===== src/rtl/netdma_rx_writemaster_if.sv =====
// +--------------------------------------------------------------------------+
// | netdma_rx_writemaster_if : Avalon-ST sink + Avalon-MM write bus bundle    |
// | Revision : 1.0                                                            |
// +--------------------------------------------------------------------------+
`default_nettype none

interface netdma_rx_writemaster_if #(
  parameter int DATA_W  = 64,
  parameter int ADDR_W  = 32,
  parameter int EMPTY_W = $clog2(DATA_W/8)
);
  logic [DATA_W-1:0]   snk_data_i;
  logic                snk_valid_i;
  logic                snk_sop_i;
  logic                snk_eop_i;
  logic [EMPTY_W-1:0]  snk_empty_i;
  logic                snk_error_i;
  logic                snk_ready_o;

  logic [ADDR_W-1:0]   mm_address_o;
  logic                mm_write_o;
  logic [DATA_W-1:0]   mm_writedata_o;
  logic [DATA_W/8-1:0] mm_byteenable_o;
  logic                mm_waitrequest_i;

  // master: the write-master block itself; slave: stream source + memory side
  modport master (
    input  snk_data_i, snk_valid_i, snk_sop_i, snk_eop_i, snk_empty_i, snk_error_i,
    output snk_ready_o,
    output mm_address_o, mm_write_o, mm_writedata_o, mm_byteenable_o,
    input  mm_waitrequest_i
  );

  modport slave (
    output snk_data_i, snk_valid_i, snk_sop_i, snk_eop_i, snk_empty_i, snk_error_i,
    input  snk_ready_o,
    input  mm_address_o, mm_write_o, mm_writedata_o, mm_byteenable_o,
    output mm_waitrequest_i
  );
endinterface

`default_nettype wire


===== src/rtl/netdma_rx_writemaster.sv =====
// +--------------------------------------------------------------------------+
// | netdma_rx_writemaster : writes one received packet into a host buffer     |
// | Optional macro NETDMA_RX_OVERFLOW_DROP_EN drains overflowing packets.     |
// | Revision : 1.0                                                            |
// +--------------------------------------------------------------------------+
`default_nettype none

module netdma_rx_writemaster #(
  parameter int DATA_W  = 64,
  parameter int ADDR_W  = 32,
  parameter int LEN_W   = 16,
  parameter int EMPTY_W = $clog2(DATA_W/8)
) (
  input  logic                  clk_i,
  input  logic                  rst_i,
  input  logic                  ctrl_start_i,
  input  logic [ADDR_W-1:0]     ctrl_addr_i,
  input  logic [LEN_W-1:0]      ctrl_len_i,
  output logic                  busy_o,
  output logic                  resp_done_o,
  output logic [LEN_W-1:0]      resp_bytes_o,
  output logic                  resp_eop_o,
  output logic                  resp_overflow_o,
  output logic                  resp_error_o,
  netdma_rx_writemaster_if.master bus
);

  localparam int C_BYTES = DATA_W/8;
  localparam int C_OFF_W = $clog2(C_BYTES);

  typedef logic [LEN_W:0] len_ext_t;

  typedef enum logic [2:0] {
    S_IDLE     = 3'd0,
    S_WAIT_SOP = 3'd1,
    S_XFER     = 3'd2,
`ifdef NETDMA_RX_OVERFLOW_DROP_EN
    S_DRAIN    = 3'd3,
`endif
    S_DONE     = 3'd4
  } state_t;

  state_t              state_q, state_d;
  logic [ADDR_W-1:0]   addr_q, addr_d;
  logic [LEN_W-1:0]    words_left_q, words_left_d;
  logic [LEN_W-1:0]    len_q, len_d;
  logic [ADDR_W-1:0]   mm_address_q, mm_address_d;
  logic                mm_write_q, mm_write_d;
  logic [DATA_W-1:0]   mm_writedata_q, mm_writedata_d;
  logic [C_BYTES-1:0]  mm_byteenable_q, mm_byteenable_d;
  logic [LEN_W-1:0]    bytes_q, bytes_d;
  logic                eop_q, eop_d;
  logic                ovf_q, ovf_d;
  logic                err_q, err_d;
  logic                done_q, done_d;

  logic                snk_ready;
  logic                accept;
  logic                mm_free;
  len_ext_t            beat_bytes;
  len_ext_t            bytes_sum;
  logic [C_BYTES-1:0]  be_all;

  assign mm_free = !mm_write_q || !bus.mm_waitrequest_i;
  assign be_all  = '1;

  always_comb begin
    state_d         = state_q;
    addr_d          = addr_q;
    words_left_d    = words_left_q;
    len_d           = len_q;
    mm_address_d    = mm_address_q;
    mm_write_d      = mm_write_q;
    mm_writedata_d  = mm_writedata_q;
    mm_byteenable_d = mm_byteenable_q;
    bytes_d         = bytes_q;
    eop_d           = eop_q;
    ovf_d           = ovf_q;
    err_d           = err_q;
    done_d          = 1'b0;
    snk_ready       = 1'b0;
    accept          = 1'b0;
    beat_bytes      = len_ext_t'(C_BYTES);
    bytes_sum       = '0;

    if (mm_write_q && !bus.mm_waitrequest_i) begin
      mm_write_d = 1'b0;
    end

    case (state_q)
      S_IDLE: begin
        if (ctrl_start_i) begin
          addr_d       = ctrl_addr_i & ~ADDR_W'(C_BYTES - 1);
          // ceil(len / bytes-per-word) without widening the length
          words_left_d = (ctrl_len_i >> C_OFF_W) + LEN_W'(|ctrl_len_i[C_OFF_W-1:0]);
          len_d        = ctrl_len_i;
          bytes_d      = '0;
          eop_d        = 1'b0;
          ovf_d        = 1'b0;
          err_d        = 1'b0;
          if (ctrl_len_i == '0) begin
            err_d   = 1'b1;
            state_d = S_DONE;
          end else begin
            state_d = S_WAIT_SOP;
          end
        end
      end
      S_WAIT_SOP: begin
        snk_ready = 1'b1;
        accept    = bus.snk_valid_i && bus.snk_sop_i;
      end
      S_XFER: begin
        snk_ready = (words_left_q != '0) && mm_free;
        accept    = snk_ready && bus.snk_valid_i;
      end
`ifdef NETDMA_RX_OVERFLOW_DROP_EN
      S_DRAIN: begin
        snk_ready = 1'b1;
        if (bus.snk_valid_i) begin
          if (bus.snk_error_i) err_d = 1'b1;
          if (bus.snk_eop_i) state_d = S_DONE;
        end
      end
`endif
      S_DONE: begin
        // done fires once the final write has left; the state exits the cycle after
        if (done_q) begin
          state_d = S_IDLE;
        end else if (mm_free) begin
          done_d = 1'b1;
        end
      end
      default: state_d = S_IDLE;
    endcase

    if (accept) begin
      mm_write_d     = 1'b1;
      mm_address_d   = addr_q;
      mm_writedata_d = bus.snk_data_i;
      addr_d         = addr_q + ADDR_W'(C_BYTES);
      words_left_d   = words_left_q - 1'b1;
      if (bus.snk_eop_i) begin
        mm_byteenable_d = be_all >> bus.snk_empty_i;
        beat_bytes      = len_ext_t'(C_BYTES) - len_ext_t'(bus.snk_empty_i);
      end else begin
        mm_byteenable_d = be_all;
      end
      bytes_sum = len_ext_t'(bytes_q) + beat_bytes;
      bytes_d   = (bytes_sum > len_ext_t'(len_q)) ? len_q : bytes_sum[LEN_W-1:0];
      if (bus.snk_error_i) err_d = 1'b1;
      if (bus.snk_eop_i) begin
        eop_d   = 1'b1;
        state_d = S_DONE;
      end else if (words_left_q == LEN_W'(1)) begin
        ovf_d   = 1'b1;
`ifdef NETDMA_RX_OVERFLOW_DROP_EN
        state_d = S_DRAIN;
`else
        state_d = S_DONE;
`endif
      end else begin
        state_d = S_XFER;
      end
    end
  end

  always_ff @(posedge clk_i) begin
    if (rst_i) begin
      state_q         <= S_IDLE;
      addr_q          <= '0;
      words_left_q    <= '0;
      len_q           <= '0;
      mm_address_q    <= '0;
      mm_write_q      <= 1'b0;
      mm_writedata_q  <= '0;
      mm_byteenable_q <= '0;
      bytes_q         <= '0;
      eop_q           <= 1'b0;
      ovf_q           <= 1'b0;
      err_q           <= 1'b0;
      done_q          <= 1'b0;
    end else begin
      state_q         <= state_d;
      addr_q          <= addr_d;
      words_left_q    <= words_left_d;
      len_q           <= len_d;
      mm_address_q    <= mm_address_d;
      mm_write_q      <= mm_write_d;
      mm_writedata_q  <= mm_writedata_d;
      mm_byteenable_q <= mm_byteenable_d;
      bytes_q         <= bytes_d;
      eop_q           <= eop_d;
      ovf_q           <= ovf_d;
      err_q           <= err_d;
      done_q          <= done_d;
    end
  end

  assign busy_o              = (state_q != S_IDLE);
  assign resp_done_o         = done_q;
  assign resp_bytes_o        = bytes_q;
  assign resp_eop_o          = eop_q;
  assign resp_overflow_o     = ovf_q;
  assign resp_error_o        = err_q;
  assign bus.snk_ready_o     = snk_ready;
  assign bus.mm_address_o    = mm_address_q;
  assign bus.mm_write_o      = mm_write_q;
  assign bus.mm_writedata_o  = mm_writedata_q;
  assign bus.mm_byteenable_o = mm_byteenable_q;

endmodule

`default_nettype wire


===== src/flat_wrapper.sv =====
// flat-port wrapper written by rule: the top's interface ports become plain ports
module netdma_rx_writemaster_flat 
#(
  parameter int DATA_W  = 64,
  parameter int ADDR_W  = 32,
  parameter int LEN_W   = 16,
  parameter int EMPTY_W = $clog2(DATA_W/8)
)
  (clk_i, rst_i, ctrl_start_i, ctrl_addr_i, ctrl_len_i, busy_o, resp_done_o, resp_bytes_o, resp_eop_o, resp_overflow_o, resp_error_o, bus_snk_data_i, bus_snk_valid_i, bus_snk_sop_i, bus_snk_eop_i, bus_snk_empty_i, bus_snk_error_i, bus_snk_ready_o, bus_mm_address_o, bus_mm_write_o, bus_mm_writedata_o, bus_mm_byteenable_o, bus_mm_waitrequest_i);
  netdma_rx_writemaster_if #(.DATA_W(DATA_W), .ADDR_W(ADDR_W), .EMPTY_W(EMPTY_W)) bus_i ();
  input  logic clk_i;
  input  logic rst_i;
  input  logic ctrl_start_i;
  input  logic [ADDR_W-1:0] ctrl_addr_i;
  input  logic [LEN_W-1:0] ctrl_len_i;
  output logic busy_o;
  output logic resp_done_o;
  output logic [LEN_W-1:0] resp_bytes_o;
  output logic resp_eop_o;
  output logic resp_overflow_o;
  output logic resp_error_o;
  input wire logic [$bits(bus_i.snk_data_i)-1:0] bus_snk_data_i;
  input wire logic [$bits(bus_i.snk_valid_i)-1:0] bus_snk_valid_i;
  input wire logic [$bits(bus_i.snk_sop_i)-1:0] bus_snk_sop_i;
  input wire logic [$bits(bus_i.snk_eop_i)-1:0] bus_snk_eop_i;
  input wire logic [$bits(bus_i.snk_empty_i)-1:0] bus_snk_empty_i;
  input wire logic [$bits(bus_i.snk_error_i)-1:0] bus_snk_error_i;
  output wire logic [$bits(bus_i.snk_ready_o)-1:0] bus_snk_ready_o;
  output wire logic [$bits(bus_i.mm_address_o)-1:0] bus_mm_address_o;
  output wire logic [$bits(bus_i.mm_write_o)-1:0] bus_mm_write_o;
  output wire logic [$bits(bus_i.mm_writedata_o)-1:0] bus_mm_writedata_o;
  output wire logic [$bits(bus_i.mm_byteenable_o)-1:0] bus_mm_byteenable_o;
  input wire logic [$bits(bus_i.mm_waitrequest_i)-1:0] bus_mm_waitrequest_i;
  assign bus_i.snk_data_i = bus_snk_data_i;
  assign bus_i.snk_valid_i = bus_snk_valid_i;
  assign bus_i.snk_sop_i = bus_snk_sop_i;
  assign bus_i.snk_eop_i = bus_snk_eop_i;
  assign bus_i.snk_empty_i = bus_snk_empty_i;
  assign bus_i.snk_error_i = bus_snk_error_i;
  assign bus_snk_ready_o = bus_i.snk_ready_o;
  assign bus_mm_address_o = bus_i.mm_address_o;
  assign bus_mm_write_o = bus_i.mm_write_o;
  assign bus_mm_writedata_o = bus_i.mm_writedata_o;
  assign bus_mm_byteenable_o = bus_i.mm_byteenable_o;
  assign bus_i.mm_waitrequest_i = bus_mm_waitrequest_i;
  netdma_rx_writemaster #(.DATA_W(DATA_W), .ADDR_W(ADDR_W), .LEN_W(LEN_W), .EMPTY_W(EMPTY_W)) u_core (.clk_i(clk_i), .rst_i(rst_i), .ctrl_start_i(ctrl_start_i), .ctrl_addr_i(ctrl_addr_i), .ctrl_len_i(ctrl_len_i), .busy_o(busy_o), .resp_done_o(resp_done_o), .resp_bytes_o(resp_bytes_o), .resp_eop_o(resp_eop_o), .resp_overflow_o(resp_overflow_o), .resp_error_o(resp_error_o), .bus(bus_i));
endmodule

===== config.mk =====
export PLATFORM = sky130hd
export DESIGN_NAME = netdma_rx_writemaster_flat
export DESIGN_NICKNAME = d
export VERILOG_FILES = /design/src/rtl/netdma_rx_writemaster_if.sv /design/src/rtl/netdma_rx_writemaster.sv /design/src/flat_wrapper.sv
export SDC_FILE = /design/constraint.sdc
export NUM_CORES = 1
export LEC_CHECK = 0
export ABC_AREA = 1
export ABC_CLOCK_PERIOD_IN_PS = 5200
export CAP_MARGIN = 20
export CORE_MARGIN = 5
export CORE_UTILIZATION = 53
export DETAILED_ROUTE_END_ITERATION = 7
export GPL_TIMING_DRIVEN = 0
export PLACE_DENSITY_LB_ADDON = 0.25
export SLEW_MARGIN = 15
export SYNTH_ARGS = -nofsm -noshare
export SYNTH_HDL_FRONTEND = slang
export SYNTH_SLANG_ARGS = --single-unit
export TNS_END_PERCENT = 10

===== constraint.sdc =====
create_clock -name clk_i -period 5.2 [get_ports clk_i]
set_input_delay 0.52 -clock clk_i [delete_from_list [all_inputs] [get_ports clk_i]]
set_output_delay 0.52 -clock clk_i [all_outputs]
set_load 0.02 [all_outputs]

==> results.ini, run 1 <==
[run_status]
outcome = finished clean

[timing]
fin_hold_ws_ns = 0.462
max_freq_mhz = 231
worst_slew_pin_slew_ns = 0.840
final.min_clock_period_ns = 4.32
fin_setup_tns_ns = 0
grt_setup_unrepaired = no
slew_headroom_pct = 44.0
finalSetupViolCount = 0
hold_viol = 0
fin_crit_sh_pct = 83.1
slew_violations = 0
skew_ns = 0.00914

[global_route]
grt_pass1_wl_mm = 46.8
overflow = 0
grt_max_degree = 19
antenna_found_initial = 0
grt.total_usage_pct = 28.1
grt_pass1_vias = 9502

[final_layout]
diodes = 0
utilization_pct = 72.4
fillers = 1530
layout.nets = 1837
drive_above_1_share_pct = 5.55
syn2layout_area_growth_pct = 34.8

[worst_setup_path]
crit_path_max_fanout = 10
cp-end-kind = flop
critPathRequiredTime_ns = 5.48
arrival_ns = 4.60
crit_family = simple AND/OR/NAND/NOR gates
cp_cell_sequence = clkdlybuf4s50_1 > inv_1 > ha_1 > ha_1 > nand2_1 > inv_1 > ha_1 > a21oi_1 > nand2_1 > nand2_1 > nand2_1 > nand2_1 > xor2_1 > inv_1 > ha_1 > nand4_1 > nor4_1 > nand3_2 > nand2_2 > buf_6 > nand2_1 > nand3_1 > a21oi_1
path_buf_inv = 5
start_kind = input port
cp_num_cells = 23
critPathKind = in2reg
slowest_delay_ns = 0.53
rr_worst_depth = 17
crit_path_frequent_cell = nand2_1
slowest_stage = clkdlybuf4s50_1

[detailed_routing]
drtAntennaViolNets = 0
routed_via_density = 5.27
num_vias = 10142
routedWlPerCell_um = 15.6
routed_wl_mm = 29.9
drcViolationCount = 0
dr.pass1.iters = 8
drt-initial-drc-count = 719

[synthesis]
synth_top_area_share_pct = 38.7
synth_compound_area_share_pct = 13.5
synth_top_family_by_area = simple AND/OR/NAND/NOR gates
synth_simple_gate_area_share_pct = 29.3
syn_area_mm2 = 0.00962
ys.flop_type = dfxtp_1
synth_fa_ha_area_share_pct = 4.24
yosys-mux-area-fraction_pct = 0
yosysMostFrequentCell = nand2_1
ys_seq_area_share_pct = 38.7
ys_ff_latch = 186
synth.largest_area_cell = dfxtp_1
syn_area_per_cell_um2 = 6.78
syn_inst = 1418
synthXorXnorAreaFrac_pct = 4.55
synthTopCellsByCount = nand2_1 (474), dfxtp_1 (186), a21oi_1 (182), inv_1 (128), nor2_1 (86)
synth_enable_flop_cells = 0
yosys_warnings = 0
async_reset_ff_share_pct = 0
synth_area_leaders = dfxtp_1 (39%), nand2_1 (18%), a21oi_1 (9.5%)
synth_cell_types = 37

[pwr]
p_leak_nw = 5.36
vdd_drop_max_mv = 0.267
power_frac_clock_pct = 38.4
p_seq_share_pct = 43.6
net-switching-power_mw = 1.04
p_per_area_mw_per_mm2 = 274
pwr-share-comb_pct = 18.0
p_int_mw = 2.50
p_sw_share_pct = 29.4

[cts]
cts_resized = 0
post_cts_buffers = 0
hold_buffers = 0
tritoncts = yes
cts_sinks = 186
cts_made_buffers = 17
clk_pin_slew_ns = 0.07
h-tree-depth = 4
clock_path_buffers = 2
root_buffer = clkbuf_16
clock_latency_ns = 0.44

[floorplan]
ios = 250
design.die.area_mm2 = 0.0209
rows = 49
fp.dieW_um = 145
die_y_um = 145
core_area_mm2 = 0.0179
start_util_pct = 53.7

[placed_design]
portBuffers = 243
dp_hpwl_mm = 22.8
gp_congestion = 0.958

[worst_hold_path]
worstHoldPathType = reg2reg
min_path_cells = 2

[job]
maxCapViolCount = 0

## sequential cells by signal (all words and copies together), names as in the netlist, 3 cells and up
register and count:
u_core.addr_q 29, u_core.bus.mm_byteenable_o 8, u_core.resp_bytes_o 16, u_core.len_q 16, u_core.state_q 3, u_core.bus.mm_address_o 29, u_core.bus.mm_writedata_o 64, u_core.words_left_q 16
## worst reg2reg max path, stage by stage (launching register included)
cell and delay (ns):
dfxtp_1 0.35, ha_1 0.37, a21oi_1 0.23, nand2_1 0.15
nand2_1 0.09, nand2_1 0.10, nand2_1 0.10, xor2_1 0.23
inv_1 0.07, ha_1 0.36, nand4_1 0.11, nor4_1 0.31
nand3_2 0.27, nand2_2 0.22, buf_6 0.16, nand2_1 0.06
nand3_1 0.09, a21oi_1 0.06
## layout make-up
type                            count  area (um^2)  share of cell area [%]
Multi-Input combinational cell   1031         4980                    38.4
Sequential cell                   186         3720                    28.7
Timing Repair Buffer              243         2430                    18.8
Inverter                          130          493                    3.80
Clock buffer                       18          439                    3.39
Buffer                             73          429                    3.31
Tap cell                          229          287                    2.21
Clock inverter                     14          179                    1.38
## placed cells by master, fill, tap and decap left out, types with 2 or more instances in the layout
cell             synthesis  layout
clkbuf_16                0      17
bufinv_16                0       2
or2_2                    2       2
nor4_1                   6       6
nand2_2                  3       3
clkinv_4                 1       6
buf_4                    6       6
nor2_1                  86      86
inv_8                    0       4
nor2_2                   2       2
nand3b_1                 2       2
o21ai_0                 67      67
dfxtp_1                186     186
nand3_1                 76      76
clkbuf_1                25      25
ha_1                    31      31
xor2_1                  39      39
xnor2_1                 11      11
a21oi_1                182     182
nand2_1                474     474
nor3_1                  14      14
nand3_2                  3       3
nand4_1                 18      18
clkdlybuf4s50_1          0     243
nor3_2                   2       2
buf_6                   13      13
clkbuf_2                 2       2
a21o_1                   2       2
buf_2                   26      26
conb_1                   1       3
inv_1                  128     128
## through the flow
stage / total power, mW / std cells / instance area, um^2 / worst slack, ns
floorplan: 1.94 / 1420 / 9630 / 1.64
global placement: 2.19 / 1892 / 12300 / 0.623
detailed placement: 2.20 / 1892 / 12300 / 0.537
CTS: 3.55 / 1924 / 13000 / 0.880
global route: 3.70 / 1924 / 13000 / 0.515
finish: 3.55 / 1924 / 13000 / 0.879
## cell families (layout without fill, tap and decap cells)
kind of cell    Yosys count  in the layout
simple gates            689            689
buf+inv                 203            478
xor+xnor                 50             50
flops                   186            186
fa+ha+maj                32             32
other cells               1              3
compound gates          257            257
## power by group through the flow
stage               registers [mW]  clock network [mW]  logic, mW
floorplan                     1.59                   0      0.347
global placement              1.57                   0      0.618
detailed placement            1.58                   0      0.628
CTS                           1.54                1.37      0.634
global route                  1.55                1.44      0.705
finish                        1.55                1.36      0.639
## metal layers
metal  global-route usage, %  wire length, um
met5                       0                0
met4                    12.3             1150
met3                    7.39             2650
met2                    45.5            13700
met1                    35.6            12400
## path summary, 6_finish.rpt
kind / endpoint / slack, ns / start
worst min register to register: u_core.bus.mm_writedata_o[5] / 0.46 / u_core.bus.mm_writedata_o[5]
worst max register to register: u_core.resp_bytes_o[11] / 1.74 / u_core.resp_bytes_o[2]
worst max-delay path: u_core.resp_bytes_o[11] / 0.88 / bus_snk_empty_i[0]
worst min-delay path: u_core.bus.mm_writedata_o[5] / 0.46 / u_core.bus.mm_writedata_o[5]
(Power assumes the default switching activity.)
==> run 2: changes to the inputs <==
- ABC_CLOCK_PERIOD_IN_PS: 5200 -> 3750
- CORE_UTILIZATION: 53 -> 45
- clock period: 5.2 -> 3.75 ns (I/O delays scaled with it)
==> run 2 against run 1 <==
Net effect: hold slack worse by 0.27 ns; global-route usage is 3.7 points lower; final cell count grew 2.5%; clock power increased by 41%; utilization down 9.6 points.
==> results.ini, run 2 (synthesis gave the netlist of run 1 again) <==
[worst_hold_path]
worstHoldPathType = in2reg

[detailed_routing]
dr.pass1.iters = 5
drtAntennaViolNets = 0
routed_wl_mm = 31.1
routed_via_density = 5.09
drt-initial-drc-count = 757
num_vias = 10043
routedWlPerCell_um = 15.7
drcViolationCount = 0

[final_layout]
fillers = 1918
fin_cells = 1973
ff_latch_area_mm2 = 0.00372
final_common_cell = nand2_1
stdcell_area_mm2 = 0.0132
layout_common_cells = nand2_1 (469), clkdlybuf4s50_1 (239), dfxtp_1 (186), a21oi_1 (178), inv_1 (127)
utilization_pct = 62.8
drive_above_1_share_pct = 6.95
largest_reg_flops = 64
layout.nets = 1840
syn2layout_area_growth_pct = 37.2
diodes = 0
multi_input_area_mm2 = 0.00511

[floorplan]
core_area_mm2 = 0.0210
die_y_um = 156
rows = 53
fp.dieW_um = 156
ios = 250
start_util_pct = 45.8
design.die.area_mm2 = 0.0244

[timing]
max_freq_mhz = 295
worst_slew_pin_slew_ns = 0.843
final.min_clock_period_ns = 3.39
grt_setup_unrepaired = no
slew_violations = 0
fin_setup_tns_ns = 0
finalSetupViolCount = 0
skew_ns = 0.0106
fin_crit_sh_pct = 90.3
slew_headroom_pct = 43.8
hold_viol = 0

[cts]
clock_path_buffers = 2
root_buffer = clkbuf_16
cts_sinks = 186
tritoncts = yes
clock_latency_ns = 0.45
cts_made_buffers = 17
clk_pin_slew_ns = 0.08
h-tree-depth = 4
hold_buffers = 0

[worst_setup_path]
critPathRequiredTime_ns = 4.04
arrival_ns = 3.68
critPathKind = in2reg
crit_path_max_fanout = 10
start_kind = input port
cp-end-kind = flop

[run_status]
outcome = finished clean

[pwr]
p_leak_nw = 5.42
power_mw = 4.97
p_per_area_mw_per_mm2 = 377
vdd_drop_max_mv = 0.305

[global_route]
grt_pass1_wl_mm = 47.9
antenna_found_initial = 0
overflow = 0
grt_pass1_vias = 9191
grt.total_usage_pct = 24.4
grt_max_degree = 21

[placed_design]
dp.cells = 1938
placedInstanceArea_mm2 = 0.0124
gp_congestion = 0.921
dp_hpwl_mm = 23.4
portBuffers = 243

[job]
maxCapViolCount = 0

-- run 2: power by group --
| group | total [mW] | switching, mW | internal (mW) | leakage [nW] |
|---|---|---|---|---|
| Sequential | 2.14 | 0.0791 | 2.07 | 1.51 |
| Clock | 1.92 | 0.926 | 0.991 | 0.306 |
| Combinational | 0.909 | 0.523 | 0.386 | 3.60 |
-- run 2: worst paths after layout --
kind / from / cells after the start / endpoint / slack (ns)
worst min-delay path: bus_snk_empty_i[1] / 2 / u_core.bus.mm_byteenable_o[2] / 0.20
worst min register to register: u_core.bus.mm_writedata_o[0] / 2 / u_core.bus.mm_writedata_o[0] / 0.46
worst max-delay path: bus_snk_eop_i / 18 / u_core.resp_bytes_o[6] / 0.36
worst max register to register: u_core.resp_bytes_o[0] / 16 / u_core.resp_bytes_o[6] / 0.44
-- run 2: timing repair --
item | CTS | global route
pin swaps | 2 | 7
setup endpoints to repair | 16 | 16
cloned | 0 | 0
buffers inserted | 1 | 2
resized for setup | 8 | 24
-- run 2: final cells by class --
class / count / area share, %
clock inverters: 14 / 1.48
clock buffers: 18 / 3.33
flip-flops and latches: 186 / 28.2
well taps: 275 / 2.61
multi-input cells: 1031 / 38.7
repair buffers: 246 / 18.7
plain buffers: 73 / 3.29
inverters: 130 / 3.73
-- run 2: worst max-delay path, cell delays in order --
cell and delay, ns:
dlymetal6s2s_1 0.26, inv_1 0.22, a21oi_2 0.17, nor2_1 0.09, ha_1 0.30, nand2_1 0.12
o211ai_1 0.39, xor2_1 0.28, inv_1 0.08, ha_1 0.27, nand2_1 0.09, nor4_2 0.36
nand3_2 0.21, nand2_4 0.14, buf_6 0.14, nand2_1 0.05, nand3_1 0.07, a21oi_1 0.07
-- run 2: routing by layer --
layer	up-vias	GRT usage, %	routed length [um]
met5	-	0	0
met3	51	7.22	2900
li1	5062	-	-
met4	0	7.02	720
met2	366	40.8	14400
met1	4564	30.7	13000
-- run 2: metrics by stage --
stage / hold slack, ns / setup slack (ns)
after floorplan: 0.439 / 0.338
after global placement: 0.449 / -0.702
after detailed placement: 0.454 / -0.730
after CTS: 0.462 / 0.00374
after global routing: 0.198 / 0.193
final: 0.197 / 0.364
==> edit: new RTL, settings of run 2 <==
Register the output `resp_overflow_o` once more, cleared by the reset; this adds one clock of latency there. The other outputs are not delayed to match.
--- a/src/rtl/netdma_rx_writemaster.sv
+++ b/src/rtl/netdma_rx_writemaster.sv
@@ -201,7 +201,13 @@
   assign resp_done_o         = done_q;
   assign resp_bytes_o        = bytes_q;
   assign resp_eop_o          = eop_q;
-  assign resp_overflow_o     = ovf_q;
+  always_ff @(posedge clk_i) begin
+    if (rst_i) begin
+      resp_overflow_o <= '0;
+    end else begin
+      resp_overflow_o <= ovf_q;
+    end
+  end
   assign resp_error_o        = err_q;
   assign bus.snk_ready_o     = snk_ready;
   assign bus.mm_address_o    = mm_address_q;
Function: changed (a bounded check fails within 4 cycles, from zero or initial values and one cycle with rst_i high).
==> edit against run 2 <==
Sequential power rose by 7%. Fmax shrank 3.9%. Worst setup slack lost 140 ps. Clock skew up 4.8 ps. Combinational power grew 57%. Power is 12% higher. Global-route usage is 2.3 points higher. Count of clock-buffer cells in the layout fell by 1. Area after synthesis is 1.8% higher. Clock power fell by 3%. Routed wire length is 10% higher. Sequential cell count rose by 1. Design area is 0.18% higher.
==> edit: results (changes against run 2) <==
outcome finished, final reports clean; Setup WS pre-CTS -1100 ps (-368 ps); Routed met3 length 2.46 mm (-15%); Post-DP Area 12600 um2 (+1.4%); Max-slew headroom 48.4% (+4.6 points); fillers 1962 (+2.3%); flop-to-flop setup slack 330 ps (-110 ps); met2 Use GR 45.3% (+4.5 points); Min Hold Slack 369 ps (+173 ps); combinational fraction of design power 25.7% (+7.4 points); Internal 0.00369 W (+7.1%); global-route wire length before repair 51.8 mm (+8.0%); Worst path max stage delay 420 ps (+30 ps); Pleak 5.50 nW (+1.5%); largest net degree at the start of global routing 20 (-4.8%); Setup crit end u_core.resp_bytes_o[5]$_SDFFE_PP0P_; FF-to-FF path depth 18 (+2); Crit path arrival time 3800 ps (+120 ps); synth cell count leaders nand2_1 (251), nor2_1 (243), dfxtp_1 (187), o21ai_0 (133), inv_1 (128); vias in the first global route 9726 (+5.8%); Layout Nets 1833 (-0.38%); drt drc 0 (unchanged); initial antenna violation count 1 (+1); library cells used by synthesis 46 (+24%); adder-cell share of the synthesized area 4.17% (-0.074 points); Total GRT Usage 26.7% (+2.3 points); cell count after synthesis 1413 (-0.35%); worst vdd ir 0.311 mV (+1.8%); GR met1 Demand/Resource 33.9% (+3.2 points); number of cells in the design after placement 1937 (-0.052%); routed via count 10.2k (+2.0%); PnR Total Power 0.00557 W (+12%); Tmin final 3520 ps (+137 ps); DR WL met2 16.1 mm (+11%); synth top area cells dfxtp_1 (38%), nand2_1 (9.6%), nor2_1 (9.3%); met1 WL 14.7 mm (+13%); 1st-pass router iterations 6 (+1); Worst path slowest cell fa_1; clock power share 33.5% (-5.1 points); Final Non-Filler Cells 1972 (-0.051%); DR iter-0 viols 1056 (+39%); part of the Yosys area used for sequential elements 38.2% (-0.47 points); share of cells above drive strength 1 7.04% (+0.088 points); gpl congestion 0.952 (+3.4%); Worst Skew 15.4 ps (+4.78 ps); DR WL/cell 17.3 um (+10%)
edit: cell count changes in the layout (fill, tap and decap cells not counted), moves of 4 or more:
| cell | delta |
|---|---|
| nand3_1 | +36 |
| o21ai_1 | +24 |
| nand3b_1 | +7 |
| a21oi_1 | -87 |
| nor2_1 | +160 |
| nand2_1 | -219 |
| a31oi_1 | +7 |
| xor2_1 | -9 |
| a211oi_2 | +4 |
| o21ai_0 | +66 |
| inv_6 | +4 |
| nor3_1 | +4 |
edit: layout make-up:
class	instances	area, um2	share of cell area [%]
multi-input cells	1020	5130	38.8
flip-flops and latches	187	3740	28.3
repair buffers	244	2430	18.4
inverters	134	510	3.86
plain buffers	74	462	3.49
clock buffers	17	425	3.22
well taps	280	350	2.65
clock inverters	15	173	1.31
diodes	1	2.50	0.0189
edit: repair_timing:
item,4_1_cts,5_1_grt
resized for setup,10,8
pin swaps,0,1
endpoints found under the setup margin,16,16
buffers inserted,0,2
